`config.mk`:
```
export PLATFORM = sky130hd
export DESIGN_NAME = ring_monitor
export DESIGN_NICKNAME = d
export VERILOG_FILES = /design/src/rtl/ring_monitor.sv
export SDC_FILE = /design/constraint.sdc
export NUM_CORES = 1
export LEC_CHECK = 0
export BUFFER_PORTS_ARGS = -buffer_cell sky130_fd_sc_hd__buf_4
export CAP_MARGIN = 15
export CORE_MARGIN = 4
export CORE_UTILIZATION = 38
export CTS_CLUSTER_SIZE = 14
export DETAILED_ROUTE_END_ITERATION = 6
export MAX_ROUTING_LAYER = met4
export SLEW_MARGIN = 5
export SYNTH_ARGS = -nofsm -noshare
export SYNTH_HDL_FRONTEND = slang
export SYNTH_SLANG_ARGS = --single-unit
```
`constraint.sdc`:
```
create_clock -name clk -period 4.09 [get_ports clk]
set_input_delay 0.6135 -clock clk [delete_from_list [all_inputs] [get_ports clk]]
set_output_delay 0.6135 -clock clk [all_outputs]
set_load 0.02 [all_outputs]
```
`src/rtl/ring_monitor.sv`:
```
// Receive-side checker for one-hot ring counters: locks onto a rotating code,
// decodes the hot bit, counts laps, and flags/counts rotation faults.
module ring_monitor #(
  parameter  int WIDTH    = 4,
  parameter  int DIR      = 0,
  parameter  int LOCK_LEN = 2,
  localparam int IW       = (WIDTH > 2) ? $clog2(WIDTH) : 1
) (
  input  logic             clk,
  input  logic             rst,
  input  logic             en,
  input  logic [WIDTH-1:0] ring_in,
  input  logic             clr,
  output logic [IW-1:0]    idx,
  output logic             locked,
  output logic             err_pulse,
  output logic             err_sticky,
  output logic [7:0]       err_count,
  output logic [7:0]       lap_count
);

  localparam int CW = $clog2(LOCK_LEN + 1);

  typedef enum logic {SEEK, LOCK} state_t;

  state_t           state_q, state_d;
  logic [WIDTH-1:0] exp_q, exp_d;
  logic [IW-1:0]    idx_d;
  logic [CW-1:0]    cnt_q, cnt_d;
  logic             seeded_q, seeded_d;
  logic             fault, lap_inc;
  logic             valid, match;
  logic [IW-1:0]    enc;
  logic [WIDTH-1:0] rot;

  assign valid  = $onehot(ring_in);
  assign match  = (ring_in == exp_q);
  assign locked = (state_q == LOCK);

  always_comb begin
    enc = '0;
    for (int i = 0; i < WIDTH; i++)
      if (ring_in[i]) enc = IW'(i);
  end

  generate
    if (DIR == 0) begin : g_up
      assign rot = {ring_in[WIDTH-2:0], ring_in[WIDTH-1]};
    end else begin : g_dn
      assign rot = {ring_in[0], ring_in[WIDTH-1:1]};
    end
  endgenerate

  always_comb begin
    state_d  = state_q;
    exp_d    = exp_q;
    idx_d    = idx;
    cnt_d    = cnt_q;
    seeded_d = seeded_q;
    fault    = 1'b0;
    lap_inc  = 1'b0;
    if (en) begin
      case (state_q)
        SEEK: begin
          if (valid) begin
            if (seeded_q && match) begin
              cnt_d = CW'(cnt_q + 1'b1);
              idx_d = enc;
              exp_d = rot;
              if (cnt_d == CW'(LOCK_LEN)) state_d = LOCK;
            end else begin
              idx_d    = enc;
              exp_d    = rot;
              cnt_d    = '0;
              seeded_d = 1'b1;
            end
          end else begin
            cnt_d = '0;
          end
        end
        LOCK: begin
          if (match) begin
            idx_d = enc;
            exp_d = rot;
            if (DIR == 0) lap_inc = (idx == IW'(WIDTH-1)) && (enc == '0);
            else          lap_inc = (idx == '0) && (enc == IW'(WIDTH-1));
          end else begin
            // A valid faulting code reseeds at once; an invalid one forces a fresh seed later.
            fault    = 1'b1;
            state_d  = SEEK;
            cnt_d    = '0;
            seeded_d = valid;
            if (valid) begin
              idx_d = enc;
              exp_d = rot;
            end
          end
        end
        default: state_d = SEEK;
      endcase
    end
  end

  always_ff @(posedge clk or negedge rst) begin
    if (!rst) begin
      state_q    <= SEEK;
      exp_q      <= '0;
      idx        <= '0;
      cnt_q      <= '0;
      seeded_q   <= 1'b0;
      err_pulse  <= 1'b0;
      err_sticky <= 1'b0;
      err_count  <= '0;
      lap_count  <= '0;
    end else begin
      state_q   <= state_d;
      exp_q     <= exp_d;
      idx       <= idx_d;
      cnt_q     <= cnt_d;
      seeded_q  <= seeded_d;
      err_pulse <= fault;
      if (lap_inc) lap_count <= lap_count + 8'd1;
      // A fault in the same cycle as clr wins: the count restarts at one.
      if (fault) begin
        err_sticky <= 1'b1;
        if (clr)                     err_count <= 8'd1;
        else if (err_count != 8'hFF) err_count <= err_count + 8'd1;
      end else if (clr) begin
        err_sticky <= 1'b0;
        err_count  <= '0;
      end
    end
  end

endmodule

```
==> results.yml <==
die:
  coreArea_um2: 3470
  die_height_um: 69.2
  std_cell_rows: 21
  dieArea_um2: 4780
  start_util_pct: 41.0
  die_x_um: 69.2
  ios: 29
placement:
  gp_congestion: 0.795
  placed_cells: 200
  port_buffers: 28
  dpl.hpwl_um: 2000
timing:
  tns_ns: 0
  relSlewSlack_pct: 59.6
  fin_skew_ns: 0.00292
  final_hold_viol_count: 0
  finalMaxSlewViolations: 0
  period_share_pct: 65.1
  setup_viol: 0
  fmax_ghz: 0.376
  finalCriticalPeriod_ns: 2.66
  rsz0062_at_grt: "false"
  worst-slew-pin-transition_ns: 0.604
logic_synthesis:
  synth_edf_count: 0
  async_flop_share_pct: 100
  netlist_area_um2: 1420
  synth_cell_type_count: 37
  syn_nets: 143
  synth_cells: 129
  seq_area_frac_synth_pct: 49.3
  syn_avg_cell_area_um2: 11.0
  yosys_warnings: 0
  ys_ff_latch: 28
  synth_ff_type: "dfrtp_1"
final_layout:
  syn_to_final_growth_pct: 21.1
  final_cells: 204
  drive_gt1_share_pct: 29.7
  num-fill-cells: 338
  n_antenna_cell: 0
  final_cell_mix: "28 x dfrtp_1, 28 x buf_4, 13 x xnor2_1"
  multi_input_area_um2: 661
  seq_area_um2: 701
  fin_nets: 173
detailed_routing:
  vias: 1060
  ant_nets: 0
  via_per_inst: 5.20
  wl_per_cell_um: 13.2
  drtPass1Iterations: 4
  finalWirelength_um: 2700
  drc_errors: 0
  drtIter0Drc: 66
clock_tree:
  clock_latency_ns: 0.26
  cts_tree: "yes"
  root_buffer: "clkbuf_8"
  cts.sinks: 28
  cts_buffers: 3
  cts_hold_buf: 0
  clk_path_buf_depth: 2
  postCtsResizedCells: 0
  clk_pin_slew_ns: 0.09
  cts_htree_levels: 1
  post_cts_buffers: 0
setup_path:
  arrival_ns: 2.82
  path_max_fanout: 6
  cp_slowest_cell: "nor3b_1"
  max_stage_delay_ns: 0.53
  crit_path_start_kind: "input port"
  path_class: "input port to flop"
  worstPathCellList: "buf_4 > inv_1 > fa_1 > inv_1 > ha_1 > ha_1 > nor3b_1 > o21ai_2 > mux2_2"
  reg2regPathDepth: 4
  required_ns: 4.25
  critPathBufInv: 3
  path_delay_family: "adder cells"
  cp.depth: 9
  endpoint_kind: "flop"
global_route:
  overflow: 0
  grt_use_total_pct: 12.3
  first_global_vias: 1065
  grt_max_degree: 29
  antenna_found_initial: 0
  grt_pass1_wl_um: 4820
run_status:
  status: "finished, final reports clean"
power:
  leakagePower_nw: 0.796
  powerDensity_nw_per_um2: 364
  ir_worst_vdd_v: 0.000139
  power_mw: 0.626
run:
  cap_violations: 0
hold_path:
  hold_class: "input port to asynchronous set/reset pin"
-- cells in the mapped netlist (2+ instances only) --
cell	n	share of area [%]
dfrtp_1	28	49
xnor2_1	13	8.0
inv_1	10	2.6
nand2_1	8	2.1
nor2_1	8	2.1
mux2_2	7	5.5
nand4_1	6	2.6
ha_1	5	4.4
nand3_1	5	1.8
a21oi_1	4	1.4
o21ai_0	4	1.4
and3_1	2	0.88
nor3_1	2	0.70
nor4_1	2	0.88
o41ai_1	2	1.2
or2_2	2	0.88
-- layer usage --
layer | vias up | global-route usage, % | share of wire (%)
li1 | 512 | - | -
met1 | 526 | 15.7 | 48
met2 | 20 | 19.7 | 47
met3 | 2 | 2.91 | 4.3
met4 | 0 | 3.25 | 0.63
met5 | - | - | 0
-- state kept, by name, summed over array words and instances (netlist names) --
name,flops
err_count,8
lap_count,8
exp_q,4
cnt_q,2
idx,2
err_pulse,1
err_sticky,1
locked,1
seeded_q,1
-- cell families after synthesis --
family,count (synthesis),synth area share (%)
simple gates,41,16.4
xor+xnor,14,8.63
flops,28,49.3
buf+inv,13,4.22
compound gates,19,9.42
fa+ha+maj,6,5.81
mux,8,6.25
-- final timing paths --
check / startpoint / end / slack [ns]
max in group asynchronous: rst / exp_q[0] / 3.58
min in group clk: lap_count[7] / lap_count[7] / 0.48
hold reg to reg: lap_count[7] / lap_count[7] / 0.48
setup / recovery: ring_in[0] / exp_q[3] / 1.43
hold / removal: rst / cnt_q[0] / 0.25
setup reg to reg: exp_q[0] / lap_count[1] / 2.07
-- layout make-up --
type,count,area share [%]
tap,46,3.34
sequential,28,40.7
timing repair buffer,28,12.2
clock buffer,4,3.20
multi-input combinational,88,38.4
inverter,10,2.18
-- metrics by stage --
| step | hold WS [ns] | cell area, um2 | setup slack (ns) | util, % |
|---|---|---|---|---|
| final | 0.249 | 1720 | 1.43 | 49.6 |
| after global routing | 0.267 | 1720 | 1.27 | 49.6 |
| after CTS | 0.258 | 1720 | 1.42 | 49.6 |
| after detailed placement | 0.467 | 1670 | 1.13 | 48.1 |
| after global placement | 0.459 | 1670 | 1.22 | 48.1 |
| after floorplan | 0.318 | 1420 | 1.44 | - |
-- where the power goes --
group	internal, mW	switching [mW]	total [mW]	leakage, nW
sequential	0.307	0.0221	0.329	0.372
clock	0.0859	0.0790	0.165	0.0288
combinational	0.0627	0.0699	0.133	0.396
-- worst register-to-register path: stages (launching register included) --
cell     delay (ns)
dfrtp_1        0.39
xnor2_1        0.27
nand4_2        0.29
nor4_4         0.58
mux2_2         0.39
Note: power is estimated with default switching activity, not from simulation.
